**src/rtl/decode_queue.sv**
```systemverilog
// Fetch-to-decode instruction queue: DEPTH-entry show-ahead FIFO of {instr, PC, PC+4}
// with valid/ready toward fetch, stall/flush from decode, and an ISA-specific bubble NOP.
module decode_queue #(
  parameter int XLEN = 32,
  parameter int DEPTH = 4,
  localparam int CW = $clog2(DEPTH + 1)
) (
  input  logic            clk,
  input  logic            rst,
  input  logic            arm,
  input  logic            ValidF,
  input  logic [XLEN-1:0] InstrF,
  input  logic [XLEN-1:0] PCF,
  input  logic [XLEN-1:0] PCPlus4F,
  output logic            ReadyF,
  input  logic            StallD,
  input  logic            FlushD,
  output logic [XLEN-1:0] InstrD,
  output logic [XLEN-1:0] PCD,
  output logic [XLEN-1:0] PCPlus4D,
  output logic            ValidD,
  output logic [CW-1:0]   CountQ
);

  localparam int PW = (DEPTH > 1) ? $clog2(DEPTH) : 1;
  localparam int EW = 3 * XLEN;
  localparam logic [CW-1:0] DEPTH_C = CW'(DEPTH);
  localparam logic [PW-1:0] LAST_C = PW'(DEPTH - 1);
  localparam logic [XLEN-1:0] NOP_ARM = XLEN'(32'hE1A00000);
  localparam logic [XLEN-1:0] NOP_RV = XLEN'(32'h00000013);

  logic [EW-1:0] mem_q [DEPTH];
  logic [PW-1:0] rd_ptr_q, rd_ptr_d;
  logic [PW-1:0] wr_ptr_q, wr_ptr_d;
  logic [CW-1:0] count_q, count_d;
  logic          push, pop, valid;
  logic [EW-1:0] head;

  assign valid  = (count_q != '0);
  assign pop    = valid & ~StallD & ~FlushD;
  assign ReadyF = (count_q < DEPTH_C) | pop;
  assign push   = ValidF & ReadyF & ~FlushD;
  assign head   = mem_q[rd_ptr_q];

  always_comb begin
    rd_ptr_d = rd_ptr_q;
    wr_ptr_d = wr_ptr_q;
    count_d  = count_q;
    if (FlushD) begin
      rd_ptr_d = '0;
      wr_ptr_d = '0;
      count_d  = '0;
    end else begin
      if (push) wr_ptr_d = (wr_ptr_q == LAST_C) ? '0 : wr_ptr_q + PW'(1);
      if (pop)  rd_ptr_d = (rd_ptr_q == LAST_C) ? '0 : rd_ptr_q + PW'(1);
      case ({push, pop})
        2'b10:   count_d = count_q + CW'(1);
        2'b01:   count_d = count_q - CW'(1);
        default: count_d = count_q;
      endcase
    end
  end

  always_ff @(posedge clk or negedge rst) begin
    if (!rst) begin
      rd_ptr_q <= '0;
      wr_ptr_q <= '0;
      count_q  <= '0;
    end else begin
      rd_ptr_q <= rd_ptr_d;
      wr_ptr_q <= wr_ptr_d;
      count_q  <= count_d;
    end
  end

  // Storage needs no reset: only slots below count are ever presented.
  always_ff @(posedge clk) begin
    if (push) mem_q[wr_ptr_q] <= {InstrF, PCF, PCPlus4F};
  end

  always_comb begin
    ValidD   = valid;
    CountQ   = count_q;
    InstrD   = arm ? NOP_ARM : NOP_RV;
    PCD      = '0;
    PCPlus4D = '0;
    if (valid) begin
      InstrD   = head[EW-1 -: XLEN];
      PCD      = head[2*XLEN-1 -: XLEN];
      PCPlus4D = head[XLEN-1:0];
    end
  end

endmodule

```
**config.mk**
```make
export PLATFORM = sky130hd
export DESIGN_NAME = decode_queue
export DESIGN_NICKNAME = d
export VERILOG_FILES = /design/src/rtl/decode_queue.sv
export SDC_FILE = /design/constraint.sdc
export NUM_CORES = 1
export LEC_CHECK = 0
export CORE_AREA = 2 2 244 174
export CTS_BUF_LIST = sky130_fd_sc_hd__clkbuf_4
export CTS_CLUSTER_SIZE = 12
export DETAILED_ROUTE_END_ITERATION = 10
export DIE_AREA = 0 0 246 176
export GPL_ROUTABILITY_DRIVEN = 1
export GPL_TIMING_DRIVEN = 0
export PLACE_DENSITY_LB_ADDON = 0.12
export SLEW_MARGIN = 20
export SYNTH_ARGS = -nofsm -noshare
export SYNTH_HDL_FRONTEND = slang
export SYNTH_SLANG_ARGS = --single-unit
```
**constraint.sdc**
```tcl
create_clock -name clk -period 5.2 [get_ports clk]
set_input_delay 1.56 -clock clk [delete_from_list [all_inputs] [get_ports clk]]
set_output_delay 1.56 -clock clk [all_outputs]
set_load 0.02 [all_outputs]
```
==> results of run 1 <==
-- worst max-delay path, stage by stage (launching register included) --
cell and delay, ps:
dfrtp_1 540, nor3_4 140, inv_1 90, buf_2 360, clkbuf_1 440, and2_1 200, clkdlybuf4s50_1 680
-- cell families (layout without fill, tap and decap cells) --
| logic type | Yosys count | after routing | share of synthesized area, % |
|---|---|---|---|
| other cells | 0 | 2 | 0 |
| mux | 96 | 96 | 14.4 |
| fa+ha+maj | 5 | 5 | 0.466 |
| flops | 391 | 391 | 77.9 |
| compound gates | 25 | 25 | 1.01 |
| buf+inv | 45 | 411 | 1.49 |
| simple gates | 121 | 121 | 4.77 |
-- report_power, final --
part	total, mW	internal [mW]	switching [mW]
registers	3.58	3.56	0.0230
logic	1.20	0.587	0.615
clock network	2.43	1.24	1.20
total	7.22	5.38	1.84
-- metrics by stage --
stage          power, mW  area (um2)
2_1_floorplan       4.29       15000
5_1_grt             7.58       19100
6_report            7.22       19100
3_3_place_gp        4.88       17700
3_5_place_dp        4.87       17900
4_1_cts             7.37       19100
-- registers in the layout, indices dropped and copies added, names as in the netlist --
register and count:
CountQ 3, rd_ptr_q 2, wr_ptr_q 2, mem_q 384
-- area by class of cell --
cell class / count / area (um2) / area share, %
timing repair buffer: 209 / 2200 / 11.5
antenna: 2 / 5.00 / 0.0262
clock inverter: 22 / 125 / 0.656
sequential: 391 / 11700 / 61.4
buffer: 37 / 194 / 1.02
tap: 544 / 681 / 3.57
clock buffer: 135 / 1010 / 5.31
inverter: 8 / 30.0 / 0.157
multi-input combinational: 247 / 3120 / 16.3
-- per-layer routing --
metal | share of wire, % | track usage (%) | vias up
met1 | 46 | 21.2 | 3911
met5 | 0.11 | 0 | -
met3 | 6.3 | 4.89 | 64
met2 | 46 | 23.8 | 224
met4 | 1.9 | 5.40 | 6
li1 | - | - | 3454
-- worst min-delay path by stage --
stage	start	end	slack, ps	depth (start not counted)
after detailed placement	wr_ptr_q[1]$_DFFE_PN0P_	wr_ptr_q[1]$_DFFE_PN0P_	610	2
final	wr_ptr_q[0]$_DFFE_PN0P_	wr_ptr_q[0]$_DFFE_PN0P_	600	2
after CTS	wr_ptr_q[0]$_DFFE_PN0P_	wr_ptr_q[0]$_DFFE_PN0P_	620	2
after floorplan	wr_ptr_q[0]$_DFFE_PN0P_	wr_ptr_q[0]$_DFFE_PN0P_	560	2
after global placement	wr_ptr_q[0]$_DFFE_PN0P_	wr_ptr_q[0]$_DFFE_PN0P_	600	2
after global routing	wr_ptr_q[0]$_DFFE_PN0P_	wr_ptr_q[0]$_DFFE_PN0P_	640	2
-- cell usage in the layout, fill, tap and decap left out, types with 3 or more instances in the layout --
cell / n
nand2_1: 16
clkbuf_4: 135
clkbuf_1: 19
a21oi_1: 6
buf_12: 4
clkinv_1: 14
buf_16: 4
o21ai_0: 7
and2_1: 87
buf_2: 14
nand3_1: 3
and2_4: 4
edfxtp_1: 384
inv_1: 8
mux4_2: 96
dfrtp_1: 7
ha_1: 4
clkdlybuf4s50_1: 201
==> results.ini, run 1 <==
[run_status]
outcome = complete, no violations

[route]
vias = 7659
firstDrtPassIters = 4
drc = 0
ant_nets = 0
wl_per_cell_um = 20.6
post_drt_via_cell_ratio = 4.80
wl_um = 32800
initialDrtViolationCount = 474

[die]
core_area_mm2 = 0.0407
num_rows = 62
start_util_pct = 36.9
io_pins = 203
dieArea_mm2 = 0.0433
fp.dieH_um = 176
die_width_um = 246

[clock_tree]
cts.sinks = 391
postCtsHoldBufs = 0
cts_tree = yes
clk_latency_ps = 780
cts.clk_slew.worst_paths_ps = 70
cts-buffers-inserted = 97
clockBufferDepth = 3
h-tree-depth = 3
post_cts_resize_count = 0
clockRootBuffer = clkbuf_4
postCtsSetupBuffers = 0

[timing]
drv_slew = 0
period_needed_ps = 4760
layout_setup_ws_ps = 443
fin_crit_sh_pct = 91.5
hold_viol = 0
tightest_slew_ps = 742
setup_violations = 0
whs_ps = 604
fin_tns_setup_ps = 0
slew_headroom_pct = 50.5
worst_clock_skew_ps = 48.8
fmax_mhz = 210
rsz0062_at_grt = no

[pwr]
power_density_mw_per_mm2 = 378
irDropWorstVdd_mv = 0.172
leakage_nw = 6.16

[global_routing]
grt_pass1_vias = 8244
grt_pass1_wl_um = 49800
antenna_found_initial = 5
grt_usage_pct = 15.6
grt.overflow.total = 0
grt_max_degree = 42

[flow_run]
maxCapViolations = 0

[logic_synthesis]
syn_nets = 790
seq_area_frac_synth_pct = 77.9
netlist_top_cells_area = edfxtp_1 (77%), mux4_2 (14%), and2_1 (3.8%)
synth_area_mm2 = 0.0150
synthTopCellsByCount = edfxtp_1 (384), mux4_2 (96), and2_1 (91)
synth_ff_type = edfxtp_1
synth.top_cell.area_share_pct = 76.7
synth_seq_cells = 391
yosysTopAreaCell = edfxtp_1
synth.most_common_cell = edfxtp_1
syn_avg_cell_area_um2 = 22.0
netlist_instances = 683
yosysWarnings = 0
synth.distinct_cells = 33
synth_edf_count = 384
synthArstFlopShare_pct = 1.79

[setup_path]
regToRegStartpoint = CountQ[2]$_DFFE_PN0P_
crit_path_start_kind = flop
worstReg2RegEnd = mem_q[3][85]$_DFFE_PP_
setup.worst_path.start = CountQ[1]$_DFFE_PN0P_
crit_path_end = PCD[25]
worstRegToRegCells = 5
required_ps = 3640
cp.arrival_ps = 3200
ff2ff_setup_slack_ps = 2670
worstSetupPathType = flop to output port
crit_fanout = 10
endpoint_kind = output port

[worst_hold_path]
holdCritPathClass = flop to flop

[final_layout]
post-route-util_pct = 46.8
nets = 1098
finalNonFillerCells = 1595
drive_gt1_share_pct = 25.8
area_growth_syn_to_layout_pct = 26.9
fillers = 3553

[placement]
globalplace.congestion = 0.700
io_buffers = 201
post-place-ws_ps = 555
dp_hpwl_um = 20000
dp.cells = 1436

Power figures use the tool's default switching activity.
==> run 2, diff against run 1 <==
Settings changed: CAP_MARGIN set to 20, TNS_END_PERCENT set to 30.
==> results.ini, run 2 (same netlist as run 1, synthesis figures left out) <==
[run_status]
outcome = complete, no violations  ; unchanged

[global_routing]
grt.overflow.total = 0  ; unchanged
grt_pass1_vias = 8420  ; was 8244
grt_usage_pct = 15.6  ; about the same
grt_util_met3_pct = 4.76  ; was 4.89%
antenna_found_initial = 4  ; was 5
grt_max_degree = 42  ; unchanged
grt_util_met2_pct = 23.6  ; was 23.8%
met1_usage_pct = 21.3  ; was 21.2%
grt_pass1_wl_um = 50200  ; was 49800 um
grt.busiest_layer = met2  ; unchanged

[die]
io_pins = 203  ; unchanged
fp.dieH_um = 176  ; unchanged
die_width_um = 246  ; unchanged
core_area_mm2 = 0.0407  ; unchanged
start_util_pct = 36.9  ; unchanged
num_rows = 62  ; unchanged
dieArea_mm2 = 0.0433  ; unchanged

[worst_hold_path]
hold_depth = 2  ; unchanged
hp-start = wr_ptr_q[0]$_DFFE_PN0P_  ; unchanged
min_to = wr_ptr_q[0]$_DFFE_PN0P_  ; unchanged
holdCritPathClass = flop to flop  ; unchanged

[placement]
dp_hpwl_um = 20000  ; about the same
postPlaceCellArea_mm2 = 0.0179  ; unchanged
post-place-ws_ps = 542  ; was 555 ps
globalplace.congestion = 0.700  ; unchanged
io_buffers = 201  ; unchanged

[pwr]
power_density_mw_per_mm2 = 378  ; about the same
irDropWorstVdd_mv = 0.166  ; was 0.172 mV
totalPowerFinal_mw = 7.22  ; about the same
leakage_nw = 6.17  ; was 6.16 nW

[setup_path]
critical_path_buf_inv_count = 5  ; was 4
crit_top_cell = buf_2
crit_path_start_kind = flop  ; unchanged
crit_chain = buf_2 -> nor3_4 -> inv_1 -> buf_2 -> clkbuf_1 -> and2_1 -> clkdlybuf4s50_1  ; was nor3_4 -> inv_1 -> buf_2 -> clkbuf_1 -> and2_1 -> clkdlybuf4s50_1
regToRegStartpoint = CountQ[2]$_DFFE_PN0P_  ; unchanged
endpoint_kind = output port  ; unchanged
cp.arrival_ps = 3240  ; was 3200 ps
worstSetupPathType = flop to output port  ; unchanged
crit_fanout = 10  ; unchanged
required_ps = 3640  ; about the same
ff2ff_setup_slack_ps = 2610  ; was 2670 ps
cp_slowest_cell = clkdlybuf4s50_1  ; unchanged
slowest_delay_ps = 680  ; about the same
path_delay_family = buffers and inverters  ; unchanged
worstReg2RegEnd = mem_q[3][93]$_DFFE_PP_  ; was mem_q[3][85]$_DFFE_PP_
worstRegToRegCells = 5  ; unchanged

[timing]
fmax_mhz = 208  ; was 210 MHz
drv_slew = 0  ; unchanged
worst_clock_skew_ps = 27.3  ; was 48.8 ps
tightest_slew_ps = 778  ; was 742 ps
hold_viol = 0  ; unchanged
slew_headroom_pct = 48.1  ; was 50.5%
layout_setup_ws_ps = 400  ; was 443 ps
period_needed_ps = 4800  ; was 4760 ps
whs_ps = 606  ; was 604 ps
rsz0062_at_grt = no  ; unchanged
setup_violations = 0  ; unchanged
fin_crit_sh_pct = 92.3  ; was 91.5%

[route]
post_drt_via_cell_ratio = 4.79  ; was 4.80
initialDrtViolationCount = 381  ; was 474
ant_nets = 0  ; unchanged
wl_per_cell_um = 20.5  ; was 20.6 um
wl_um = 32800  ; about the same
firstDrtPassIters = 5  ; was 4
vias = 7664  ; was 7659
drc = 0  ; unchanged

[final_layout]
regArea_mm2 = 0.0117  ; unchanged
post-route-util_pct = 46.9  ; was 46.8%
nets = 1098  ; unchanged
largest_reg_flops = 384  ; unchanged
layout_commonest_cell = edfxtp_1  ; unchanged
area_growth_syn_to_layout_pct = 27.0  ; was 26.9%
fillers = 3527  ; was 3553
top_register = mem_q  ; unchanged
drive_gt1_share_pct = 25.9  ; was 25.8%
final_cell_mix = edfxtp_1 (384), clkdlybuf4s50_1 (201), clkbuf_4 (134), mux4_2 (96), and2_1 (87)  ; was edfxtp_1 (384), clkdlybuf4s50_1 (201), clkbuf_4 (135), mux4_2 (96), and2_1 (87)
design_area_mm2 = 0.0191  ; about the same
multi_input_area_mm2 = 0.00312  ; unchanged

[flow_run]
maxCapViolations = 0  ; unchanged

[clock_tree]
clockRootBuffer = clkbuf_4  ; unchanged
cts.clk_slew.worst_paths_ps = 70  ; about the same
cts-buffers-inserted = 97  ; unchanged
postCtsHoldBufs = 0  ; unchanged
h-tree-depth = 3  ; unchanged
clockBufferDepth = 3  ; unchanged
clk_latency_ps = 740  ; was 780 ps
cts_tree = yes  ; unchanged
cts.sinks = 391  ; unchanged

run 2: changes by cell type in the layout (fill, tap and decap cells not counted), sizes merged:
cell | previous run | this run
clkbuf | 154 | 153
clkinv | 16 | 22
run 2: per-stage QoR:
stage	setup TNS, ps	instances
6_report	0	1600
5_1_grt	0	1600
4_1_cts	0	1598
3_5_place_dp	0	1436
3_3_place_gp	-954920	1428
2_1_floorplan	0	683
run 2: worst max path at each step:
stage / from / endpoint / slack (ps) / cells past startpoint
finish: CountQ[2]$_DFFE_PN0P_ / PCD[25] / 400 / 7
floorplan: ValidF / mem_q[2][0]$_DFFE_PP_ / 260 / 4
global placement: ValidF / mem_q[1][8]$_DFFE_PP_ / -2520 / 5
detailed placement: ValidF / mem_q[3][37]$_DFFE_PP_ / 540 / 7
CTS: CountQ[2]$_DFFE_PN0P_ / PCD[25] / 140 / 7
global route: CountQ[2]$_DFFE_PN0P_ / PCD[25] / 30 / 7
run 2: metal layers:
metal / share of wire (%) / vias up / wire (um)
met5: 0.082 / - / 27
met4: 2.1 / 4 / 698
met3: 6.5 / 64 / 2140
met2: 46 / 229 / 15200
met1: 45 / 3909 / 14800
li1: - / 3458 / -
run 2: area by class of cell:
class,count,area share [%]
Tap cell,544,3.57
Antenna cell,2,0.0262
Sequential cell,391,61.3
Clock buffer,134,5.27
Clock inverter,28,0.793
Inverter,8,0.157
Timing Repair Buffer,209,11.5
Multi-Input combinational cell,247,16.3
Buffer,37,1.02
run 2: report_power, final:
group / total, mW / internal [mW] / switching, mW / leakage (nW)
Clock: 2.44 / 1.24 / 1.20 / 0.695
Combinational: 1.20 / 0.587 / 0.615 / 1.89
Sequential: 3.58 / 3.56 / 0.0229 / 3.58
Total: 7.22 / 5.38 / 1.84 / 6.17
run 2: worst min-delay path: stages (launching register included):
cell	delay [ps]
dfrtp_1	410
o21ai_0	90
a21oi_1	60
run 2: repair_timing:
| item | in CTS | in global routing |
|---|---|---|
| endpoints found under the hold margin | 0 | 0 |
| gates resized for setup | 0 | 1 |
| setup endpoints to repair | 0 | 9 |
| setup buffers | 0 | 0 |
==> run 3, diff against run 2 <==
Settings changed: CORE_AREA 2 2 244 174 to 4 4 222 159, CTS_BUF_LIST sky130_fd_sc_hd__clkbuf_4 to unset, DIE_AREA 0 0 246 176 to 0 0 226 163.
==> results.ini, run 3 (same netlist as run 1, synthesis figures left out) <==
[run_status]
outcome = complete, no violations  ; unchanged

[pwr]
irDropWorstVdd_mv = 0.352  ; was 0.166 mV
power_density_mw_per_mm2 = 387  ; was 378 mW/mm2
totalPowerFinal_mw = 7.31  ; was 7.22 mW
leakage_nw = 6.02  ; was 6.17 nW

[clock_tree]
postCtsSetupBuffers = 0  ; unchanged
clk_latency_ps = 530  ; was 740 ps
cts.sinks = 391  ; unchanged
cts_tree = yes  ; unchanged
cts-buffers-inserted = 40  ; was 97
clockRootBuffer = clkbuf_16  ; was clkbuf_4
cts.clk_slew.worst_paths_ps = 60  ; was 70 ps
postCtsHoldBufs = 0  ; unchanged
clockBufferDepth = 3  ; unchanged
post_cts_resize_count = 0  ; unchanged
h-tree-depth = 2  ; was 3

[route]
ant_nets = 0  ; unchanged
wl_per_cell_um = 22.6  ; was 20.5 um
vias = 7343  ; was 7664
post_drt_via_cell_ratio = 5.29  ; was 4.79
firstDrtPassIters = 5  ; unchanged
top_layer_used = met5  ; unchanged
met1_length_um = 13200  ; was 14800 um
drc = 0  ; unchanged
initialDrtViolationCount = 568  ; was 381
wl_um = 31300  ; was 32800 um
met3_length_um = 2040  ; was 2140 um
dr_wl_met2_um = 15500  ; was 15200 um

[global_routing]
grt_pass1_wl_um = 47400  ; was 50200 um
antenna_found_initial = 2  ; was 4
grt_usage_pct = 17.1  ; was 15.6%
grt_pass1_vias = 8011  ; was 8420
grt_max_degree = 41  ; was 42
grt.overflow.total = 0  ; unchanged

[timing]
slew_headroom_pct = 53.8  ; was 48.1%
tightest_slew_ps = 693  ; was 778 ps
period_needed_ps = 4670  ; was 4800 ps
setup_violations = 0  ; unchanged
drv_slew = 0  ; unchanged
fmax_mhz = 214  ; was 208 MHz
hold_viol = 0  ; unchanged
whs_ps = 606  ; about the same
fin_crit_sh_pct = 89.8  ; was 92.3%
rsz0062_at_grt = no  ; unchanged
worst_clock_skew_ps = 13.6  ; was 27.3 ps

[final_layout]
top_register = mem_q  ; unchanged
drive_gt1_share_pct = 18.3  ; was 25.9%
layout_commonest_cell = edfxtp_1  ; unchanged
fillers = 2465  ; was 3527
area_growth_syn_to_layout_pct = 25.8  ; was 27.0%
diodes = 0  ; was 2
final_cell_mix = edfxtp_1 (384), clkdlybuf4s50_1 (201), mux4_2 (96), and2_1 (87), clkbuf_16 (41)  ; was edfxtp_1 (384), clkdlybuf4s50_1 (201), clkbuf_4 (134), mux4_2 (96), and2_1 (87)
nets = 1041  ; was 1098
largest_reg_flops = 384  ; unchanged

[die]
io_pins = 203  ; unchanged
fp.dieH_um = 163  ; was 176 um
core_area_mm2 = 0.0331  ; was 0.0407 mm2
start_util_pct = 45.4  ; was 36.9%
num_rows = 56  ; was 62
dieArea_mm2 = 0.0368  ; was 0.0433 mm2
die_width_um = 226  ; was 246 um

[setup_path]
cp.arrival_ps = 3110  ; was 3240 ps
endpoint_kind = output port  ; unchanged
worstSetupPathType = input pin to output port  ; was flop to output port
crit_path_start_kind = input pin  ; was flop
required_ps = 3640  ; about the same
crit_fanout = 6  ; was 10

[worst_hold_path]
holdCritPathClass = flop to flop  ; unchanged

[placement]
globalplace.congestion = 0.766  ; was 0.700
dp_hpwl_um = 20300  ; was 20000 um
io_buffers = 201  ; unchanged

[flow_run]
maxCapViolations = 0  ; unchanged

## run 3: changes by cell type in the layout (fill, tap and decap cells not counted), sizes merged
cell,delta
inv,-1
bufinv,-1
clkinvlp,-1
clkbuf,-83
clkinv,-16
diode,-2
## run 3: layer usage
metal | track usage, % | vias to the layer above
li1 | - | 3287
met1 | 23.2 | 3795
met2 | 28.4 | 213
met3 | 4.34 | 44
met4 | 4.06 | 4
met5 | 0 | -
## run 3: power by group
group	internal [mW]	switching, mW	total (mW)	leakage [nW]
sequential	3.56	0.0228	3.58	3.58
clock	1.44	1.09	2.53	0.548
combinational	0.586	0.610	1.20	1.89
total	5.59	1.73	7.31	6.02
## run 3: final timing paths
path | slack [ps] | from | cells after the start | end
hold reg to reg | 610 | wr_ptr_q[0]$_DFFE_PN0P_ | 2 | wr_ptr_q[0]$_DFFE_PN0P_
max in group asynchronous | 3640 | rst | 1 | wr_ptr_q[1]$_DFFE_PN0P_
hold / removal | 610 | wr_ptr_q[0]$_DFFE_PN0P_ | 2 | wr_ptr_q[0]$_DFFE_PN0P_
setup reg to reg | 2680 | CountQ[2]$_DFFE_PN0P_ | 5 | mem_q[0][34]$_DFFE_PP_
min in group asynchronous | 1300 | rst | 1 | rd_ptr_q[0]$_DFFE_PN0P_
setup / recovery | 530 | arm | 4 | InstrD[21]
## run 3: metrics by stage
stage / utilization (%) / setup WS [ps] / cell area (um2) / setup TNS, ps / std cells
after floorplan: - / 258 / 15000 / 0 / 683
after global placement: 53.1 / -2230 / 17600 / -848270 / 1319
after detailed placement: 53.7 / 542 / 17800 / 0 / 1327
after CTS: 57.1 / 528 / 18900 / 0 / 1387
after global routing: 57.1 / 380 / 18900 / 0 / 1387
final: 57.1 / 532 / 18900 / 0 / 1387
## run 3: cell type report
type | instances | area [um2] | area share [%]
flip-flops and latches | 391 | 11700 | 61.9
multi-input cells | 247 | 3110 | 16.4
repair buffers | 209 | 2200 | 11.6
clock buffers | 51 | 1070 | 5.68
well taps | 435 | 544 | 2.88
plain buffers | 37 | 194 | 1.03
clock inverters | 9 | 50.0 | 0.265
inverters | 8 | 30.0 | 0.159
## run 3: critical path, cell delays in order
cell,delay [ps]
clkdlybuf4s50_1,560
nand2_1,200
nand2_1,160
clkdlybuf4s50_1,620
==> patch (config.mk and constraints of run 2) <==
Set the parameter `XLEN` to 48 (it was 32).
--- a/src/rtl/decode_queue.sv
+++ b/src/rtl/decode_queue.sv
@@ -1,7 +1,7 @@
 // Fetch-to-decode instruction queue: DEPTH-entry show-ahead FIFO of {instr, PC, PC+4}
 // with valid/ready toward fetch, stall/flush from decode, and an ISA-specific bubble NOP.
 module decode_queue #(
-  parameter int XLEN = 32,
+  parameter int XLEN = 48,
   parameter int DEPTH = 4,
   localparam int CW = $clog2(DEPTH + 1)
 ) (
Interface: changed (6 resized); port bits go from 203 to 299. No check against the original RTL was run, so the function may have changed too.
==> patch against run 2 <==
Largest cell class unchanged; design area up 47%; critical endpoint is now PCD[1]; clock skew up 0.024 ns; first-iteration DRC count up 76%; area after synthesis up 49%; final cell count up 29%; total power up 47%; hold slack better by 0.025 ns; sequential cell count up 192; routed wire length up 41%; sequential power up 49%; setup slack worse by 0.11 ns; utilization up 22 points.
==> patch: results (changes against run 2) <==
| Metric | Value |
|---|---|
| Met3 usage | `7.174% (+2.4 points)` |
| Least-Margin Pin Slew | `0.7016 ns (-0.07638 ns)` |
| Compound-Gate Fraction of Synth Area | `0.6756% (-0.33 points)` |
| Post-DP HPWL | `29.41 mm (+47%)` |
| FF-to-FF End | `mem_q[3][64]$_DFFE_PP_` |
| Worst R2R Setup Slack | `2.65 ns (+0.04 ns)` |
| Via density | `5.457 (+14%)` |
| Largest net degree at the start of global routing | `47 (+12%)` |
| Routing usage on met1 | `29.18% (+7.9 points)` |
| First-pass GRT wire length | `69.60 mm (+39%)` |
| Post-synth EDFFs | `576 (+50%)` |
| WL met2 | `23.24 mm (+53%)` |
| WHS | `0.6310 ns (+0.02515 ns)` |
| Syn Nets | `1141 (+44%)` |
| Worst EP arrival | `3.35 ns (+0.11 ns)` |
| Top post-synthesis cells by area | `edfxtp_1 (77%), mux4_2 (14%), and2_1 (3.9%)` |
| Largest register FFs | `576 (+50%)` |
| WL met3 | `3.333 mm (+56%)` |
| Peak per-stage delay on the critical path | `0.66 ns (-0.02 ns)` |
| Switch Pwr | `2.608 mW (+42%)` |
| Placed cell areas | `26380 um^2 (+47%)` |
| Asr flop ratio synth | `1.201% (-0.59 points)` |
| Most frequent cells after synthesis | `edfxtp_1 (576), mux4_2 (144), and2_1 (139), clkbuf_1 (19), nand2_1 (16)` |
| Initial DRC count | `672 (+76%)` |
| Status | `complete, no violations` |
patch: cell count changes after synthesis, sizes merged:
| cell | run 2 | this run |
|---|---|---|
| buf | 18 | 32 |
| and2 | 91 | 139 |
| clkbuf | 19 | 20 |
| edfxtp | 384 | 576 |
| mux4 | 96 | 144 |
patch: worst min-delay path by stage:
stage,end,cells past startpoint,startpoint
after detailed placement,wr_ptr_q[1]$_DFFE_PN0P_,2,wr_ptr_q[1]$_DFFE_PN0P_
after CTS,wr_ptr_q[1]$_DFFE_PN0P_,2,wr_ptr_q[1]$_DFFE_PN0P_
after global routing,wr_ptr_q[1]$_DFFE_PN0P_,2,wr_ptr_q[1]$_DFFE_PN0P_
after global placement,wr_ptr_q[0]$_DFFE_PN0P_,2,wr_ptr_q[0]$_DFFE_PN0P_
final,wr_ptr_q[1]$_DFFE_PN0P_,2,wr_ptr_q[1]$_DFFE_PN0P_
after floorplan,wr_ptr_q[0]$_DFFE_PN0P_,2,wr_ptr_q[0]$_DFFE_PN0P_
patch: final cells by class:
class	count	area (um^2)
Sequential cell	583	17470
Fill cell	2647	12730
Multi-Input combinational cell	343	4498
Timing Repair Buffer	311	3283
Clock buffer	190	1426
Tap cell	544	680.7
Buffer	52	417.9
Clock inverter	28	178.9
Inverter	8	30.03
Antenna cell	2	5.005
patch: kinds of logic (layout without fill, tap and decap cells):
family          after synthesis  count (layout)
compound gates               25              25
fa+ha+maj                     5               5
buf+inv                      60             589
flops                       583             583
mux                         144             144
other cells                   0               2
simple gates                169             169
patch: power groups by stage:
stage / clock network (mW) / registers [mW] / logic [mW]
final: 3.45 / 5.34 / 1.79
after global routing: 3.80 / 5.34 / 1.91
after CTS: 3.57 / 5.34 / 1.82
after detailed placement: 0 / 5.44 / 1.82
after global placement: 0 / 5.47 / 1.77
after floorplan: 0 / 5.45 / 0.974
